### src/rtl/fifo_pkg.sv
// Shared definitions for the synchronous FIFO test path (writer and reader):
// state encoding, default settling delay and the LFSR pattern generator.
package fifo_pkg;

  typedef enum logic [1:0] {
    ST_IDLE  = 2'd0,
    ST_DELAY = 2'd1,
    ST_WRITE = 2'd2
  } state_e;

  localparam int DEFAULT_DELAY_CYC = 10;

  // x^8 + x^6 + x^5 + x^4 + 1, shifting toward the MSB.
  localparam logic [7:0] LFSR_SEED = 8'h01;
  localparam logic [7:0] LFSR_TAPS = 8'hB8;

  function automatic logic [7:0] lfsr_next(input logic [7:0] cur);
    return {cur[6:0], ^(cur & LFSR_TAPS)};
  endfunction

endpackage

### src/rtl/fifo_write_if.sv
// Write-port bundle between the write controller (master) and the FIFO side.
interface fifo_write_if #(
  parameter int DATA_W      = 8,
  parameter int BURST_CNT_W = 16
);
  logic                   almost_empty;
  logic                   almost_full;
  logic                   full;
  logic                   fifo_wr_en;
  logic [DATA_W-1:0]      fifo_wdata;
  logic [BURST_CNT_W-1:0] wr_burst_cnt;
  logic                   wr_busy;

  modport master (
    input  almost_empty, almost_full, full,
    output fifo_wr_en, fifo_wdata, wr_burst_cnt, wr_busy
  );

  modport slave (
    output almost_empty, almost_full, full,
    input  fifo_wr_en, fifo_wdata, wr_burst_cnt, wr_busy
  );
endinterface

### src/rtl/fifo_edge_det.sv
// Two-flop edge detector on a same-domain flag, selectable rising or falling.
// Output is masked until both history flops hold real samples after reset.
module fifo_edge_det #(
  parameter bit RISING = 1'b1
) (
  input  logic clk,
  input  logic rst,
  input  logic din,
  output logic edge_o
);

  logic       d0_q, d0_d;
  logic       d1_q, d1_d;
  logic [1:0] vld_q, vld_d;

  always_comb begin
    d0_d  = din;
    d1_d  = d0_q;
    vld_d = {vld_q[0], 1'b1};
  end

  always_ff @(posedge clk or posedge rst) begin
    if (rst) begin
      d0_q  <= 1'b0;
      d1_q  <= 1'b0;
      vld_q <= 2'b00;
    end else begin
      d0_q  <= d0_d;
      d1_q  <= d1_d;
      vld_q <= vld_d;
    end
  end

  // A level already present at reset release must not look like an edge.
  assign edge_o = vld_q[1] & (RISING ? (d0_q & ~d1_q) : (~d0_q & d1_q));

endmodule

### src/rtl/fifo_write.sv
// FIFO write controller: on an almost_empty rising edge, wait DELAY_CYC cycles,
// then write a data pattern until almost_full/full. FIFO_WR_LFSR_EN selects LFSR data.
module fifo_write
  import fifo_pkg::*;
#(
  parameter int DATA_W      = 8,
  parameter int DELAY_CYC   = DEFAULT_DELAY_CYC,
  parameter int BURST_CNT_W = 16
) (
  input  logic         sys_clk,
  input  logic         sys_rst,
  fifo_write_if.master wr
);

  if (DELAY_CYC < 1 || DELAY_CYC > 255) begin : g_bad_delay
    $error("fifo_write: DELAY_CYC must be in 1..255");
  end

`ifdef FIFO_WR_LFSR_EN
  if (DATA_W != 8) begin : g_bad_width
    $error("fifo_write: FIFO_WR_LFSR_EN requires DATA_W == 8");
  end
  localparam logic [DATA_W-1:0] WDATA_RST = DATA_W'(LFSR_SEED);
`else
  localparam logic [DATA_W-1:0] WDATA_RST = '0;
`endif

  localparam logic [7:0] DELAY_LAST = 8'(DELAY_CYC - 1);

  state_e                 state_q, state_d;
  logic [7:0]             dly_cnt_q, dly_cnt_d;
  logic                   wr_en_q, wr_en_d;
  logic [DATA_W-1:0]      wdata_q, wdata_d, wdata_next;
  logic [BURST_CNT_W-1:0] burst_cnt_q, burst_cnt_d;
  logic                   busy_q, busy_d;
  logic                   ae_rise;
  logic                   wr_accept;

  fifo_edge_det #(.RISING(1'b1)) u_ae_edge (
    .clk    (sys_clk),
    .rst    (sys_rst),
    .din    (wr.almost_empty),
    .edge_o (ae_rise)
  );

  assign wr_accept = wr_en_q & ~wr.full;

  always_comb begin
`ifdef FIFO_WR_LFSR_EN
    wdata_next = DATA_W'(lfsr_next(8'(wdata_q)));
`else
    wdata_next = wdata_q + DATA_W'(1);
`endif
  end

  // NOTE: every signal driven here gets a default first, so no path through
  // the case can leave one unassigned and infer a latch.
  always_comb begin
    state_d     = state_q;
    dly_cnt_d   = dly_cnt_q;
    wr_en_d     = wr_en_q;
    burst_cnt_d = burst_cnt_q;
    wdata_d     = wr_accept ? wdata_next : wdata_q;

    case (state_q)
      ST_IDLE: begin
        wr_en_d   = 1'b0;
        dly_cnt_d = 8'd0;
        if (ae_rise) state_d = ST_DELAY;
      end
      ST_DELAY: begin
        if (dly_cnt_q == DELAY_LAST) begin
          state_d   = ST_WRITE;
          wr_en_d   = 1'b1;
          dly_cnt_d = 8'd0;
        end else begin
          dly_cnt_d = dly_cnt_q + 8'd1;
        end
      end
      ST_WRITE: begin
        if (wr.almost_full || wr.full) begin
          state_d     = ST_IDLE;
          wr_en_d     = 1'b0;
          burst_cnt_d = burst_cnt_q + BURST_CNT_W'(1);
        end else begin
          wr_en_d = 1'b1;
        end
      end
      default: begin
        state_d   = ST_IDLE;
        wr_en_d   = 1'b0;
        dly_cnt_d = 8'd0;
      end
    endcase

    busy_d = (state_d != ST_IDLE);
  end

  // NOTE: non-blocking assignments so every flop updates from pre-edge values.
  always_ff @(posedge sys_clk or posedge sys_rst) begin
    if (sys_rst) begin
      state_q     <= ST_IDLE;
      dly_cnt_q   <= 8'd0;
      wr_en_q     <= 1'b0;
      wdata_q     <= WDATA_RST;
      burst_cnt_q <= '0;
      busy_q      <= 1'b0;
    end else begin
      state_q     <= state_d;
      dly_cnt_q   <= dly_cnt_d;
      wr_en_q     <= wr_en_d;
      wdata_q     <= wdata_d;
      burst_cnt_q <= burst_cnt_d;
      busy_q      <= busy_d;
    end
  end

  assign wr.fifo_wr_en   = wr_en_q;
  assign wr.fifo_wdata   = wdata_q;
  assign wr.wr_burst_cnt = burst_cnt_q;
  assign wr.wr_busy      = busy_q;

endmodule

### src/flat_wrapper.sv
// flat-port wrapper written by rule: the top's interface ports become plain ports
module fifo_write_flat import fifo_pkg::*;
#(
  parameter int DATA_W      = 8,
  parameter int DELAY_CYC   = DEFAULT_DELAY_CYC,
  parameter int BURST_CNT_W = 16
)
  (sys_clk, sys_rst, wr_almost_empty, wr_almost_full, wr_full, wr_fifo_wr_en, wr_fifo_wdata, wr_wr_burst_cnt, wr_wr_busy);
  fifo_write_if #(.DATA_W(DATA_W), .BURST_CNT_W(BURST_CNT_W)) wr_i ();
  input  logic sys_clk;
  input  logic sys_rst;
  input wire logic [$bits(wr_i.almost_empty)-1:0] wr_almost_empty;
  input wire logic [$bits(wr_i.almost_full)-1:0] wr_almost_full;
  input wire logic [$bits(wr_i.full)-1:0] wr_full;
  output wire logic [$bits(wr_i.fifo_wr_en)-1:0] wr_fifo_wr_en;
  output wire logic [$bits(wr_i.fifo_wdata)-1:0] wr_fifo_wdata;
  output wire logic [$bits(wr_i.wr_burst_cnt)-1:0] wr_wr_burst_cnt;
  output wire logic [$bits(wr_i.wr_busy)-1:0] wr_wr_busy;
  assign wr_i.almost_empty = wr_almost_empty;
  assign wr_i.almost_full = wr_almost_full;
  assign wr_i.full = wr_full;
  assign wr_fifo_wr_en = wr_i.fifo_wr_en;
  assign wr_fifo_wdata = wr_i.fifo_wdata;
  assign wr_wr_burst_cnt = wr_i.wr_burst_cnt;
  assign wr_wr_busy = wr_i.wr_busy;
  fifo_write #(.DATA_W(DATA_W), .DELAY_CYC(DELAY_CYC), .BURST_CNT_W(BURST_CNT_W)) u_core (.sys_clk(sys_clk), .sys_rst(sys_rst), .wr(wr_i));
endmodule
### config.mk
export PLATFORM = sky130hd
export DESIGN_NAME = fifo_write_flat
export DESIGN_NICKNAME = d
export VERILOG_FILES = /design/src/rtl/fifo_pkg.sv /design/src/rtl/fifo_write_if.sv /design/src/rtl/fifo_edge_det.sv /design/src/rtl/fifo_write.sv /design/src/flat_wrapper.sv
export SDC_FILE = /design/constraint.sdc
export NUM_CORES = 1
export LEC_CHECK = 0
export BUFFER_PORTS_ARGS = -buffer_cell sky130_fd_sc_hd__buf_2
export CAP_MARGIN = 20
export CORE_ASPECT_RATIO = 1.75
export CORE_MARGIN = 2
export CORE_UTILIZATION = 30
export DETAILED_ROUTE_END_ITERATION = 8
export GPL_TIMING_DRIVEN = 0
export PLACE_DENSITY_LB_ADDON = 0.1
export SYNTH_ARGS = -nofsm -noshare
export SYNTH_HDL_FRONTEND = slang
export SYNTH_SLANG_ARGS = --single-unit
### constraint.sdc
create_clock -name sys_clk -period 5.6 [get_ports sys_clk]
set_clock_uncertainty 0.1 [all_clocks]
set_input_delay 0.28 -clock sys_clk [delete_from_list [all_inputs] [get_ports sys_clk]]
set_output_delay 0.28 -clock sys_clk [all_outputs]
set_load 0.03 [all_outputs]
# Yosys cells after proc, flatten, opt, wreduce, memory -nomap -nowiden
# Index checks and enable logic that the tools add are counted.
# word_totals
input_bits	5
elab_cells	34
reg_bits	40
out_inout_bits	26
# classes
eq_ne	4
n_bitwise	5
n_addsub	3
reduce_logical	4
n_mux	9
# op_table
operator	n
16-bit by 1-bit adder with 16-bit output (second input constant)	1
8-bit by 1-bit adder with 8-bit output (second input constant)	2
8-bit one-hot mux with 2 select lines	1
8-bit by 4-bit == test with 1-bit output (second input constant)	1
8-bit 2-to-1 mux	1
2-bit 2-to-1 mux	3
2-bit one-hot mux with 3 select lines	1
1-bit bitwise AND	3
2-bit by 1-bit == test with 1-bit output (second input constant)	1
2-bit == test (second input constant)	1
2-bit logical NOT	1
1-bit 2-to-1 mux	2
2-bit by 1-bit inequality test with 1-bit output (second input constant)	1
1-bit NOT	2
1-bit one-hot mux with 2 select lines	1
2-bit AND reduction	1
2-bit nonzero test	1
1-bit logical OR	1

# Logic depth before layout (Yosys ltp)
# logic_depth
ltp_word	6
mapped_depth	6
ltp_nobuf	6

# Cells and area by module
# A second synthesis with hierarchy kept.
# hier_totals
hier_cells	164
hier_area_um2	1863.0
# modules_own_cells
mod	area_per_inst_um2	cells_each	seq_area_each_um2	instances
fifo_write	1746.7	157	900.9	1
fifo_edge_det	116.4	7	100.1	1

# Worst setup path before layout
# OpenSTA, ideal clock, no wires.
# synth_timing
path_type	reg2reg
startpoint	register u_core.dly_cnt_q[1]
endpoint	register u_core.busy_q (netlist: u_core.wr.wr_busy)
t_arrival_ns	1.538
path_stages_with_launch	7
setup_slack_ns	3.838
period_less_slack_ns	1.762
n_path_buf	0
required_time_ns	5.376
setup_time_ns	0.124
path_cell_list	dfrtp_1 -> inv_1 -> ha_1 -> or4b_4 -> o21ai_4 -> a221oi_2 -> or2_1
# synth_between
elab_chain_cells	4
# synth_lines
element	line	source
start, declared	fifo_write.sv:31	logic [7:0] dly_cnt_q, dly_cnt_d;
start signal, assigned	fifo_write.sv:110	dly_cnt_q <= dly_cnt_d;
8-bit by 4-bit == test with 1-bit output	fifo_write.sv:72	if (dly_cnt_q == DELAY_LAST) begin
2-bit 2-to-1 mux	fifo_write.sv:72	
2-bit one-hot mux with 3 select lines	fifo_write.sv:65	case (state_q)
net u_core.state_d[0]	fifo_write.sv:30	state_e state_q, state_d;
2-bit nonzero test	fifo_write.sv:96	busy_d = (state_d != ST_IDLE);
net u_core.busy_d	fifo_write.sv:35	logic busy_q, busy_d;
end signal, assigned	fifo_write.sv:114	busy_q <= busy_d;
end, declared	fifo_write.sv:35	
# The timed path passes the listed nets, and every way through them passes these cells.
# A chain may end at the register's enable or synchronous reset.

# Worst setup path after layout
# layout_timing
startpoint	register u_core.state_q[0]
endpoint	register u_core.burst_cnt_q[11] (netlist: u_core.wr.wr_burst_cnt[11])
# layout_between
elab_chain_cells	2
# layout_lines
element	line	source
start, declared	fifo_write.sv:30	
start signal, assigned	fifo_write.sv:109	state_q <= state_d;
2-bit == test	fifo_write.sv:65	
2-bit AND reduction (no line)	--	
end signal, assigned	fifo_write.sv:113	burst_cnt_q <= burst_cnt_d;
end, declared	fifo_write.sv:34	logic [BURST_CNT_W-1:0] burst_cnt_q, burst_cnt_d;
# No other way between the ends.

==> qor.log <==
INFO  cts            cts_max_level=2
INFO  timing         setup_tns=0ns
INFO  synth          synth.ff_latch_count=40
INFO  critical_path  worst_setup_path_end_kind=register
INFO  routing        initialDrtViolationCount=47
INFO  timing         fmaxAchievable=0.494GHz
INFO  timing         rsz0062_at_grt=no
INFO  cells_and_area multi_input_comb_area=822squm
INFO  pwr            p_leak=1.08nW
INFO  timing         slew-limit-headroom=44.2%
INFO  global_route   wire_length_of_the_first_global_routing_pass=6290um
INFO  synth          synthCells=166
INFO  synth          ys_types=36
INFO  cts            cts_inserted_buffers=5
INFO  routing        antenna_violating_nets_left=0
INFO  cts            numClockSinks=40
INFO  floorplan      dieArea=6850squm
INFO  min_path       worst_hold_path_type=input pin to asynchronous set/reset pin
INFO  outcome        run_status=completed
INFO  timing         timing.final.max_slew_violations=0
INFO  global_route   grt.total_usage=11.9%
INFO  cells_and_area seqCellArea=1000squm
INFO  cells_and_area final_util=36.9%
INFO  floorplan      die_h=108um
INFO  routing        drtPass1Iterations=4
INFO  critical_path  reg2regPathDepth=6
INFO  global_route   antenna_found_initial=0
INFO  critical_path  criticalPathCategory=register to register
INFO  cts            worst_skew_pair.late_latency=0.29ns
INFO  global_route   pin_count_of_the_biggest_net_entering_global_routing=41
INFO  timing         min_period_over_period=36.2%
INFO  global_route   first_global_vias=1393
INFO  run            drv_cap=0
INFO  timing         slew_at_the_pin_closest_to_its_max_slew_limit=0.836ns
INFO  global_route   gr-total-overflow=0
INFO  synth          synth_area_per_cell=11.2squm
INFO  pwr            max-vdd-ir-drop=116uV
INFO  floorplan      fp.dieW=63.4um
INFO  floorplan      placeable_core_area=5930squm
INFO  critical_path  crit_path_launch_type=register
INFO  synth          synthesis.area=1850squm
INFO  cts            cts_tree=built
INFO  critical_path  critPathArrivalTime=2.10ns
INFO  routing        routed_via_density=4.73
INFO  critical_path  cp.required=5.68ns
INFO  routing        route.detailed.wl_per_inst=13.4um
INFO  timing         report.final.hold_viol_count=0
INFO  cells_and_area fill_cells=637
INFO  cells_and_area antenna-diode-count=0
INFO  cells_and_area layout.nets=217
INFO  routing        detail_route.drc_violations=0
INFO  synth          synth.yosys.seq_area_share=54.0%
INFO  floorplan      starting_utilization_of_the_core_area=31.3%
INFO  floorplan      placement_rows=37
INFO  routing        detailroute.via_count=1334
INFO  timing         report.final.setup_viol=0
INFO  pwr            power.density_cell_area=272nW/um^2
INFO  place          number_of_buffers_added_on_ports=30
INFO  place          place_hpwl=2830um
INFO  floorplan      pin_count=31
INFO  critical_path  path_max_fanout=6
INFO  routing        route.final.wire_length=3790um
INFO  synth          synthesis.yosys.warnings=0
INFO  timing         final_period_minus_worst_setup_slack=2.03ns
INFO  place          globalplace.congestion=0.782
INFO  cells_and_area syn2layout_area_growth=18.1%
INFO  cells_and_area drive_above_1_share=23.0%
INFO  cts            cts_root_buffer=sky130_fd_sc_hd__clkbuf_8
INFO  cts            clk_transition_reported_paths=0.08ns
INFO  cts            clock_tree.buffer_depth=2
INFO  synth          synth_fp_nets=179
==> placed cells by master (no fill, tap or decap), drive strengths merged, types with 2 or more instances in the layout <==
master,netlist,final
dfrtp,40,40
mux2,2,2
xnor2,16,16
nor3b,2,2
inv,7,7
buf,0,30
nand2,16,16
xor2,9,9
clkbuf,1,7
a21oi,3,3
nor3,3,3
nand4,5,5
ha,8,8
nor2,13,13
and3,2,2
nand3,14,14
nor4,3,3
a221oi,2,2
o21ai,5,5
==> final cells by class <==
type | instances | share of cell area [%]
inverters | 7 | 1.20
repair buffers | 31 | 7.32
clock buffers | 6 | 3.32
multi-input cells | 118 | 37.6
flip-flops and latches | 40 | 45.7
clock inverters | 1 | 0.229
well taps | 78 | 4.46
plain buffers | 1 | 0.172
==> worst paths after layout <==
path | slack, ns | to | start
setup reg to reg | 3.57 | u_core.wr.wr_burst_cnt[11] | u_core.state_q[0]
max in group asynchronous | 4.82 | u_core.wr.wr_burst_cnt[3] | sys_rst
min in group sys_clk | 0.25 | u_core.u_ae_edge.vld_q[1] | u_core.u_ae_edge.vld_q[0]
hold / removal | 0.05 | u_core.wr.wr_busy | sys_rst
hold reg to reg | 0.25 | u_core.u_ae_edge.vld_q[1] | u_core.u_ae_edge.vld_q[0]
setup / recovery | 3.57 | u_core.wr.wr_burst_cnt[11] | u_core.state_q[0]
==> cell usage after synthesis (all sizes together) <==
library cell	count	area (sq um)
nand4b	1	8.76
mux2	2	22.5
o211ai	1	7.51
nand2	16	60.1
xnor2	16	140
a21o	1	7.51
nor3	3	15.0
inv	7	26.3
nor2b	1	6.26
o21ai	5	36.3
nand3	14	70.1
o31ai	1	7.51
a221oi	2	30.0
nand4	5	31.3
or4b	1	13.8
and4	1	8.76
ha	8	100
or2	1	6.26
a21oi	3	15.0
a31o	1	8.76
and3	2	12.5
nor3b	2	15.0
or3b	1	8.76
clkbuf	1	3.75
nor4b	1	8.76
nor4	3	25.0
xor2	9	78.8
nor2	13	48.8
dfrtp	40	1000
and4b	1	11.3
conb	1	3.75
a31oi	1	6.26
nand3b	1	7.51
==> routing by layer <==
layer	part of all wire, %	up-vias	track usage [%]
li1	-	644	-
met1	38	656	11.3
met2	56	28	22.9
met3	4.1	6	3.23
met4	2.1	0	6.21
met5	0	-	0
==> repair_timing <==
item,4_1_cts,5_1_grt
endpoints found under the hold margin,1,0
gates resized for setup,0,0
setup buffers,0,0
hold buffers,1,0
==> power by group <==
group	internal [mW]	switching (mW)	total [mW]
Sequential	0.302	0.0160	0.318
Clock	0.0847	0.0943	0.179
Combinational	0.0375	0.0595	0.0970
Total	0.425	0.170	0.594
==> cells by family (layout without fill, tap and decap cells) <==
kind of cell / Yosys count / in the layout / synth area share [%]
AOI/OAI and AO/OA: 15 / 15 / 6.41
xor gates and xnor gates: 25 / 25 / 11.8
adders and majority gates: 8 / 8 / 5.40
buffers and inverters: 8 / 46 / 1.62
DFF: 40 / 40 / 54.0
muxes: 2 / 2 / 1.22
other: 1 / 1 / 0.202
and+or+nand+nor: 67 / 67 / 19.3
==> flip-flops by register name, summed over array words and instances, names as in the netlist <==
| signal | flops |
|---|---|
| u_core.wr.wr_burst_cnt | 16 |
| u_core.dly_cnt_q | 8 |
| u_core.wr.fifo_wdata | 8 |
| u_core.state_q | 2 |
| u_core.u_ae_edge.vld_q | 2 |
| u_core.u_ae_edge.d0_q | 1 |
| u_core.u_ae_edge.d1_q | 1 |
| u_core.wr.fifo_wr_en | 1 |
| u_core.wr.wr_busy | 1 |
==> worst max-delay path, stage by stage (launching register included) <==
cell and delay [ns]:
sky130_fd_sc_hd__dfrtp_1 0.41, sky130_fd_sc_hd__inv_1 0.12, sky130_fd_sc_hd__ha_1 0.28, sky130_fd_sc_hd__o21ai_1 0.19, sky130_fd_sc_hd__nor4_2 0.48, sky130_fd_sc_hd__nand4_1 0.17, sky130_fd_sc_hd__xnor2_1 0.15
==> per-stage QoR <==
stage | cells | hold slack [ns] | setup slack (ns) | area, sq um | power, mW
finish | 282 | 0.0498 | 3.57 | 2190 | 0.594
global route | 282 | 0.141 | 3.37 | 2190 | 0.627
CTS | 282 | 0.0893 | 3.52 | 2190 | 0.604
detailed placement | 274 | 0.235 | 3.56 | 2100 | 0.422
global placement | 274 | 0.233 | 3.57 | 2100 | 0.420
floorplan | 166 | 0.211 | 3.84 | 1850 | 0.395
Power figures use the tool's default switching activity.
